==> src/rtl/ps2_synth_key_decoder.sv <==
// PS/2 Set-2 scan-code decoder: note/gate, one-shot octave and ADSR step pulses, ADSR selector.
// Outputs are registered and update on the edge that samples rx_valid.
module ps2_synth_key_decoder #(
  parameter int TIMEOUT_CYCLES = 1000000
) (
  input  logic       clk,
  input  logic       reset,
  input  logic [7:0] rx_data,
  input  logic       rx_valid,
  output logic [3:0] note,
  output logic       note_in,
  output logic       octave_plus_plus,
  output logic       octave_minus_minus,
  output logic [2:0] adsr_selector,
  output logic       adsr_plus_plus,
  output logic       adsr_minus_minus
);

  localparam int CW = $clog2(TIMEOUT_CYCLES + 1);
  localparam logic [CW-1:0] TO_MAX = CW'(TIMEOUT_CYCLES - 1);

  typedef enum logic [1:0] {IDLE, BRK, EXT, EXT_BRK} state_t;

  state_t        state, state_nx;
  logic [CW-1:0] cnt;
  logic          timeout;
  logic          is_make, is_break;
  logic          note_hit, sel_hit, ctl_hit;
  logic [3:0]    note_code;
  logic [2:0]    sel_code;
  logic [1:0]    ctl_idx;
  // held[0]=X (octave+), held[1]=Z (octave-), held[2]='=' (adsr+), held[3]='-' (adsr-)
  logic [3:0]    held;

  assign timeout = (state != IDLE) && (cnt == TO_MAX);

  always_ff @(posedge clk) begin
    if (!reset) state <= IDLE;
    else        state <= state_nx;
  end

  always_comb begin
    state_nx = state;
    is_make  = 1'b0;
    is_break = 1'b0;
    if (rx_valid) begin
      case (state)
        IDLE: begin
          if (rx_data == 8'hF0)      state_nx = BRK;
          else if (rx_data == 8'hE0) state_nx = EXT;
          else                       is_make  = 1'b1;
        end
        BRK: begin
          if (rx_data == 8'hF0)      state_nx = BRK;
          else if (rx_data == 8'hE0) state_nx = EXT_BRK;
          else begin
            is_break = 1'b1;
            state_nx = IDLE;
          end
        end
        EXT:     state_nx = (rx_data == 8'hF0) ? EXT_BRK : IDLE;
        default: state_nx = IDLE;
      endcase
    end else if (timeout) begin
      state_nx = IDLE;
    end
  end

  always_ff @(posedge clk) begin
    if (!reset || rx_valid || state == IDLE || timeout) cnt <= '0;
    else                                                 cnt <= cnt + 1'b1;
  end

  always_comb begin
    note_hit  = 1'b1;
    note_code = 4'd0;
    sel_hit   = 1'b1;
    sel_code  = 3'd0;
    ctl_hit   = 1'b1;
    ctl_idx   = 2'd0;
    case (rx_data)
      8'h1C: note_code = 4'd0;
      8'h1D: note_code = 4'd1;
      8'h1B: note_code = 4'd2;
      8'h24: note_code = 4'd3;
      8'h23: note_code = 4'd4;
      8'h2B: note_code = 4'd5;
      8'h2C: note_code = 4'd6;
      8'h34: note_code = 4'd7;
      8'h35: note_code = 4'd8;
      8'h33: note_code = 4'd9;
      8'h3C: note_code = 4'd10;
      8'h3B: note_code = 4'd11;
      default: note_hit = 1'b0;
    endcase
    case (rx_data)
      8'h16: sel_code = 3'd0;
      8'h1E: sel_code = 3'd1;
      8'h26: sel_code = 3'd2;
      8'h25: sel_code = 3'd3;
      8'h2E: sel_code = 3'd4;
      default: sel_hit = 1'b0;
    endcase
    case (rx_data)
      8'h22: ctl_idx = 2'd0;
      8'h1A: ctl_idx = 2'd1;
      8'h55: ctl_idx = 2'd2;
      8'h4E: ctl_idx = 2'd3;
      default: ctl_hit = 1'b0;
    endcase
  end

  always_ff @(posedge clk) begin
    if (!reset) begin
      note               <= 4'd0;
      note_in            <= 1'b0;
      adsr_selector      <= 3'd0;
      held               <= 4'd0;
      octave_plus_plus   <= 1'b0;
      octave_minus_minus <= 1'b0;
      adsr_plus_plus     <= 1'b0;
      adsr_minus_minus   <= 1'b0;
    end else begin
      octave_plus_plus   <= 1'b0;
      octave_minus_minus <= 1'b0;
      adsr_plus_plus     <= 1'b0;
      adsr_minus_minus   <= 1'b0;
      if (is_make) begin
        if (note_hit) begin
          note    <= note_code;
          note_in <= 1'b1;
        end
        if (sel_hit) adsr_selector <= sel_code;
        // Typematic repeats arrive as makes while held; only the first one pulses.
        if (ctl_hit && !held[ctl_idx]) begin
          held[ctl_idx] <= 1'b1;
          case (ctl_idx)
            2'd0:    octave_plus_plus   <= 1'b1;
            2'd1:    octave_minus_minus <= 1'b1;
            2'd2:    adsr_plus_plus     <= 1'b1;
            default: adsr_minus_minus   <= 1'b1;
          endcase
        end
      end
      if (is_break) begin
        if (note_hit && note_code == note) note_in <= 1'b0;
        if (ctl_hit) held[ctl_idx] <= 1'b0;
      end
    end
  end

endmodule

==> config.mk <==
export PLATFORM = sky130hd
export DESIGN_NAME = ps2_synth_key_decoder
export DESIGN_NICKNAME = d
export VERILOG_FILES = /design/src/rtl/ps2_synth_key_decoder.sv
export SDC_FILE = /design/constraint.sdc
export NUM_CORES = 1
export LEC_CHECK = 0
export BUFFER_PORTS_ARGS = -buffer_cell sky130_fd_sc_hd__buf_4
export CAP_MARGIN = 20
export CORE_ASPECT_RATIO = 1.2
export CORE_MARGIN = 1
export CORE_UTILIZATION = 50
export DETAILED_ROUTE_END_ITERATION = 16
export PLACE_DENSITY = 0.73
export RECOVER_POWER = 50
export SKIP_LAST_GASP = 1
export SLEW_MARGIN = 20
export SYNTH_ARGS = -nofsm -noshare
export SYNTH_HDL_FRONTEND = slang
export SYNTH_SLANG_ARGS = --single-unit
==> constraint.sdc <==
create_clock -name clk -period 2.2 [get_ports clk]
set_input_delay 0.11 -clock clk [delete_from_list [all_inputs] [get_ports clk]]
set_output_delay 0.11 -clock clk [all_outputs]
set_load 0.1 [all_outputs]
# Word level (Yosys, flattened, before mapping)
# Index checks and enable logic that the tools add are counted.
totals:
  ff_bits: 38
  out_inout_bits: 12
  word_cells: 104
op_classes:
  addsub: 1
  magnitude_cmp: 2
  eq_ne: 30
  mux: 37
  bitwise: 3
  n_reduce_logical: 21
op_table:
  columns: ["cell", "n"]
  rows:
  - ["$eq A8 B6 Y1 const B", 13]
  - ["$eq A8 B5 Y1 const B", 6]
  - ["$pmux W4 S11", 1]
  - ["$add A20 B1 Y20 const B", 1]
  - ["$eq A20 B20 Y1 const B", 1]
  - ["$mux W4", 5]
  - ["$mux W1", 19]
  - ["$eq A8 B7 Y1 const B", 2]
  - ["$eq A8 B8 Y1 const B", 2]
  - ["$mux W2", 7]
  - ["$pmux W2 S3", 2]
  - ["$pmux W3 S4", 1]
  - ["$reduce_or A12 Y1", 1]
  - ["$reduce_and A2 Y1", 3]
  - ["$reduce_or A5 Y1", 1]
  - ["$and A4 B4 Y4", 1]
  - ["$eq A2 B1 Y1 const B", 2]
  - ["$eq A2 B2 Y1 const B", 2]
  - ["$eq A4 B4 Y1", 1]
  - ["$logic_and A1 B1 Y1", 4]
  - ["$logic_not A2 Y1", 2]
  - ["$ne A4 B4 Y1 const B", 1]
  - ["$not A4 Y4", 1]
  - ["$or A4 B4 Y4", 1]
  - ["10 further kinds", 14]

# Logic depth before layout (Yosys ltp)
# Gate-level depths: netlist of run 1.
logic_depth:
  ltp_word: 13
  ltp_mapped: 7
  mapped_depth_nobuf: 6

# Worst setup path after synthesis of run 1
# Ideal clock, no wire load.
synth_timing:
  path_type: "register to register"
  from: "register cnt[0]"
  to: "register cnt[11]"
  setup_time_ns: 0.128
  arrival_ns: 1.596
  t_required_ns: 2.072
  setup_slack_ns: 0.476
  path_stages_with_launch: 8
  cell_sequence: "dfxtp_1 ha_1 and4_1 o2111a_1 a41oi_1 o211ai_1 clkbuf_1 nor2_1"
synth_via:
  elab_chain_len: 3
  elab_cells_between_ends: 4
  cone_classes: "1 x add/sub; 1 x eq/ne; 2 x reduce/logical"
synth_lines:
  columns: ["item", "line_no", "source"]
  rows:
  - ["start, declared", "25", "logic [CW-1:0] cnt;"]
  - ["start signal, assigned", "71", "else cnt <= cnt + 1'b1;"]
  - ["parallel branches: the longest is 3 deep, another holds $add A20 B1 Y20", null, null]
# Several ways; the timed one is not identified.
# A chain may end at the register's enable or synchronous reset.

# Worst setup path after layout of run 1
layout_timing:
  from: "input rx_data[4]"
  to: "register note[0]"
layout_via:
  elab_chain_len: 6
  elab_cells_between_ends: 22
  cone_classes: "14 x eq/ne; 6 x mux; 2 x reduce/logical"
layout_lines:
  columns: ["item", "line_no", "source"]
  rows:
  - ["start, declared", "8", "input logic [7:0] rx_data,"]
  - ["$eq A8 B8 Y1", "50", "else if (rx_data == 8'hE0) state_nx = EXT;"]
  - ["$mux W1", "50", null]
  - ["$mux W1", "49", "if (rx_data == 8'hF0) state_nx = BRK;"]
  - ["$mux W1", "47", "case (state)"]
  - ["$mux W1", "46", "if (rx_valid) begin"]
  - ["$reduce_and A2 Y1 (no line)", null, null]
  - ["end signal, assigned", "130", "note <= note_code;"]
  - ["end, declared", "10", "output logic [3:0] note,"]
# Several ways; a longest one is shown, not always the timed one.

==> flow_metrics.tcl, run 1 <==
set metrics [dict create \
    drive_gt1_share_pct 12.4 \
    r2r_start "state[0]" \
    grt_pass1_wl_um 7540 \
    finalCritPeriodShare_pct 86.6 \
    crit_chain "clkbuf_1, or3b_2, or4_4, o211ai_1, o21bai_1, mux2i_1" \
    grt_pass1_vias 1764 \
    setup_viol 0 \
    chipHeight_um 74.4 \
    ys_types 58 \
    cts_sinks 38 \
    ir_drop_uv 366 \
    core-area_um2 4070 \
    cp-end-kind "flop" \
    synth.area.mux_share_pct 3.78 \
    wl_um 4430 \
    num_rows 25 \
    synth_area_um2 2180 \
    rsz0062_at_grt "false" \
    area_growth_pct 11.0 \
    antenna_found_initial 0 \
    p_leak_uw 0.000865 \
    synth_area_per_cell_um2 8.43 \
    start_util_pct 53.7 \
    synthFlopType "dfxtp_1" \
    grt_overflow 0 \
    max_stage_delay_ns 0.49 \
    synth_edf_count 0 \
    hold_class "in2reg" \
    diodes 0 \
    crit_path_start_kind "input port" \
    fin_tns_setup_ns 0 \
    cap_violations 0 \
    wl_per_cell_um 13.1 \
    io_pins 23 \
    final_hold_viol_count 0 \
    die_x_um 62.3 \
    max-slew-margin-rel_pct 21.5 \
    synth_fa_ha_area_share_pct 0.573 \
    ys_seq_area_share_pct 34.8 \
    htree_levels 2 \
    async_flop_share_pct 0 \
    ys_seq_elements 38 \
    drt_pass1_iterations 4 \
    clk_path_buf_depth 2 \
    cts_made_buffers 5 \
    die-area_um2 4640 \
    arrival_ns 2.06 \
    total_power_uw 1300 \
    yosys.area_share.simple_pct 33.7 \
    syn_nets 271 \
    viasPerCell 5.65 \
    cellPowerDensity_nw_per_um2 535 \
    max_freq_mhz 525 \
    cts_setup_buffers 0 \
    postCtsHoldBufs 0 \
    io_buffers 22 \
    drt-initial-drc-count 168 \
    synth-compound-area-share_pct 15.4 \
    drc 0 \
    clkTransAtPathRegs_ns 0.07 \
    synthXorXnorAreaFrac_pct 8.02 \
    critPathLaunch "rx_data[4]" \
    status "finished, final reports clean" \
    clock_latency_ns 0.28 \
    track_usage_pct 20.5 \
    crit_required_ns 2.36 \
    cts_tree "yes" \
    crit_family "simple AND/OR/NAND/NOR gates" \
    drv_slew 0 \
    path_buf_inv 1 \
    fin_crit_ns 1.90 \
    vias 1903 \
    drtAntennaViolNets 0 \
    worst_pin_slew_ns 1.18 \
    cts_resized 0 \
    grt_max_degree 22 \
    final.setup_skew_ns 0.00668 \
    clock-root-buffer "clkbuf_8" \
    critPathKind "in2reg" \
    netlist_instances 259 \
    place.gp.congestion 0.830 \
    cp_max_fo 16 \
    hold_path_startpoint "reset" \
    dpl.hpwl_um 3150 \
    synth_top_family_by_area "simple AND/OR/NAND/NOR gates" \
    cpMaxStageDelayCell "or3b_2" \
    nets 294 \
    ys_warn_count 0 \
]
power by group:
group	total [uW]	switching, uW	internal (uW)
Combinational	118	71.3	46.6
Clock	485	232	253
Sequential	693	3.13	690
state kept, by name, summed over array words and instances, names as in the netlist:
name and flops:
octave_minus_minus 1, state 2, note_in 1, adsr_selector 3, note 4, cnt 20, held 4, octave_plus_plus 1
adsr_minus_minus 1, adsr_plus_plus 1
per-stage QoR:
step	utilization [%]	hold slack [ns]	instances	setup WS, ns	instance area, um^2
after floorplan	-	0.286	259	0.476	2180
after global placement	59.3	0.434	329	0.334	2410
after detailed placement	59.3	0.440	329	0.298	2410
after CTS	61.5	0.168	337	0.393	2500
after global routing	59.6	0.181	337	0.142	2420
final	59.6	0.182	337	0.295	2420
metal layers:
metal | GRT usage (%) | part of all wire [%]
met3 | 4.29 | 3.6
met1 | 22.5 | 45
met5 | 0 | 0
met4 | 9.30 | 1.6
met2 | 38.6 | 49
path summary, 6_finish.rpt:
check,to,slack [ns],depth (start not counted)
max reg2reg,held[3],0.33,6
min,held[1],0.18,3
min reg2reg,cnt[0],0.45,1
max,note[0],0.30,6
cells in the mapped netlist (all sizes together), types with 2 or more instances:
cell type,n,share of area [%]
nand2b,6,1.7
o21ai,6,1.5
or4,2,1.0
nor2b,3,0.86
xor2,11,4.4
a21boi,2,0.69
o211ai,3,1.3
nand2,22,3.8
o21bai,2,1.2
a31oi,2,0.57
o221a,2,1.0
or3b,5,2.1
clkbuf,9,1.5
nor3,9,2.1
or3,2,0.57
nor4,3,0.86
nor2,34,5.8
nor3b,4,1.8
xnor2,9,3.6
mux2i,6,2.8
inv,10,1.7
o2111ai,5,2.0
mux2,2,1.0
nand4,5,1.4
or4b,2,0.92
a2111oi,3,1.5
nand3,10,2.3
and4,4,1.7
buf,2,0.40
o21a,3,1.0
dfxtp,38,35
a21oi,6,1.4
and3,7,2.0
nor4bb,5,2.3
cells in the final DEF, fill, tap and decap left out, types with 7 or more instances in the layout:
master,netlist,routed
nand2_1,22,22
and3_1,7,7
nor3_1,9,9
inv_1,10,10
nor2_1,34,34
xor2_1,11,11
dfxtp_1,38,38
xnor2_1,9,9
buf_4,0,13
clkbuf_1,9,15
nand3_1,10,10
kinds of logic after synthesis:
logic type                 Yosys count
xor gates and xnor gates            20
AOI/OAI and AO/OA                   42
muxes                                8
adders and majority gates            1
DFF                                 38
and+or+nand+nor                    129
buffers and inverters               21
worst register-to-register path, delay by kind of cell, from the launching register on:
| kind | cells | cell delay, ns |
|---|---|---|
| AND/OR/NAND/NOR | 2 | 0.55 |
| AO/OA/AOI/OAI | 3 | 0.65 |
| buffers and inverters | 1 | 0.22 |
| flip-flops | 1 | 0.39 |
area by class of cell:
class,count,area [um^2]
timing repair buffer,27,150
tap,54,67.6
clock inverter,1,5.00
fill,384,1640
multi-input combinational,200,1320
sequential,38,761
inverter,10,37.5
clock buffer,7,86.3
Power figures use the tool's default switching activity.
==> run 2, diff against run 1 <==
--- a/config.mk
+++ b/config.mk
@@ -11,7 +11,7 @@
 export CORE_MARGIN = 1
 export CORE_UTILIZATION = 50
 export DETAILED_ROUTE_END_ITERATION = 16
-export PLACE_DENSITY = 0.73
+export PLACE_DENSITY = 0.7
 export RECOVER_POWER = 50
 export SKIP_LAST_GASP = 1
 export SLEW_MARGIN = 20
==> flow_metrics.tcl, run 2 (synthesis results as in run 1) <==
set metrics [dict create \
    status "finished, final reports clean" \
    start_util_pct 53.7 \
    place.gp.congestion 0.858 \
    wl_per_cell_um 13.0 \
    grt_pass1_vias 1743 \
    drive_gt1_share_pct 13.0 \
    switchingPower_uw 325 \
    grt_pass1_wl_um 7600 \
    grt_overflow 0 \
    drtAntennaViolNets 0 \
    viasPerCell 5.60 \
    top_regs "cnt x20, held x4, note x4" \
    hold_class "in2reg" \
    ir_drop_uv 643 \
    fin_tns_setup_ns 0 \
    p_sw_share_pct 21.0 \
    max_flop_register "cnt" \
    clock_latency_ns 0.29 \
    regToRegSetupSlack_ns 0.43 \
    largest_reg_flops 20 \
    seq_power_share_pct 44.8 \
    cts_made_buffers 5 \
    max_freq_mhz 566 \
    crit_path_start_kind "flop" \
    whs_ns 0.167 \
    antenna_found_initial 0 \
    cp_max_fo 7 \
    placed_cell_area_um2 2420 \
    cpMaxStageDelayCell "dfxtp_1" \
    crit_chain "nor3b_1, o21ai_0, a2111oi_2, clkbuf_1, and4_4, o21bai_1" \
    final_hold_viol_count 0 \
    critPathKind "reg2reg" \
    finalCritPeriodShare_pct 80.3 \
    die_x_um 62.3 \
    worst_pin_slew_ns 1.19 \
    drt_pass1_iterations 4 \
    postLayoutSetupSlackWorst_ns 0.433 \
    cp-end-kind "flop" \
    nets 295 \
    drc 0 \
    diodes 0 \
    layout_commonest_cell "dfxtp_1" \
    num_rows 25 \
    crit_required_ns 2.43 \
    clock-root-buffer "clkbuf_8" \
    dpl.hpwl_um 3180 \
    track_usage_pct 20.7 \
    design_area_um2 2480 \
    vias 1892 \
    fin_crit_ns 1.77 \
    mostFrequentLayoutCells "dfxtp_1 (38), nor2_1 (34), nand2_1 (22)" \
    rsz0062_at_grt "false" \
    io_pins 23 \
    cellPowerDensity_nw_per_um2 622 \
    core-area_um2 4070 \
    p_int_uw 1220 \
    combPwrFrac_pct 7.7 \
    final.setup_skew_ns 0.00356 \
    chipHeight_um 74.4 \
    p_leak_uw 0.000894 \
    max-slew-margin-rel_pct 20.7 \
    clk_path_buf_depth 2 \
    clkPwrFrac_pct 47.5 \
    cts_resized 0 \
    arrival_ns 2.00 \
    post-place-ws_ns 0.298 \
    postCtsHoldBufs 0 \
    cap_violations 0 \
    cts_tree "yes" \
    placed_cells 330 \
    die-area_um2 4640 \
    setup_viol 0 \
    cts_setup_buffers 0 \
    htree_levels 2 \
    max_stage_delay_ns 0.37 \
    wl_um 4390 \
    instances_no_fill 338 \
    clkTransAtPathRegs_ns 0.08 \
    cts_sinks 38 \
    drt-initial-drc-count 154 \
    io_buffers 22 \
    area_growth_pct 13.8 \
    drv_slew 0 \
    grt_max_degree 22 \
]
==> run 2: metal layers <==
metal	up-vias	track usage (%)	share of wire, %
met5	-	0	0
met4	0	9.30	1.7
met3	7	3.99	3.3
met2	30	37.1	48
met1	865	24.2	47
li1	990	-	-
==> run 2: stage by stage <==
| stage | total power, uW | util, % |
|---|---|---|
| CTS | 1570 | 63.0 |
| floorplan | 789 | - |
| detailed placement | 833 | 59.5 |
| finish | 1550 | 61.1 |
| global route | 1590 | 61.1 |
| global placement | 833 | 59.5 |
==> run 2: power groups by stage <==
stage	Sequential, uW	Clock (uW)	Combinational, uW
after floorplan	711	0	77.6
after global placement	709	0	124
after detailed placement	709	0	124
after CTS	692	750	124
after global routing	693	762	132
final	692	734	119
==> run 2: worst paths after layout <==
path,startpoint,end,cells past startpoint
max,state[1],held[3],6
min,reset,note[1],3
max reg2reg,state[1],held[3],6
min reg2reg,cnt[0],cnt[0],1
==> run 2: worst max-delay path, delay by kind of cell, from the launching register on <==
| kind | cells | cell delay (ns) |
|---|---|---|
| simple gates | 2 | 0.53 |
| buf+inv | 1 | 0.21 |
| flops | 1 | 0.37 |
| compound gates | 3 | 0.59 |
==> run 2: layout make-up <==
cell class	count	area (um^2)
Sequential cell	38	761
Clock buffer	6	82.6
Timing Repair Buffer	28	154
Fill cell	385	1580
Tap cell	54	67.6
Clock inverter	2	60.1
Inverter	10	37.5
Multi-Input combinational cell	200	1320
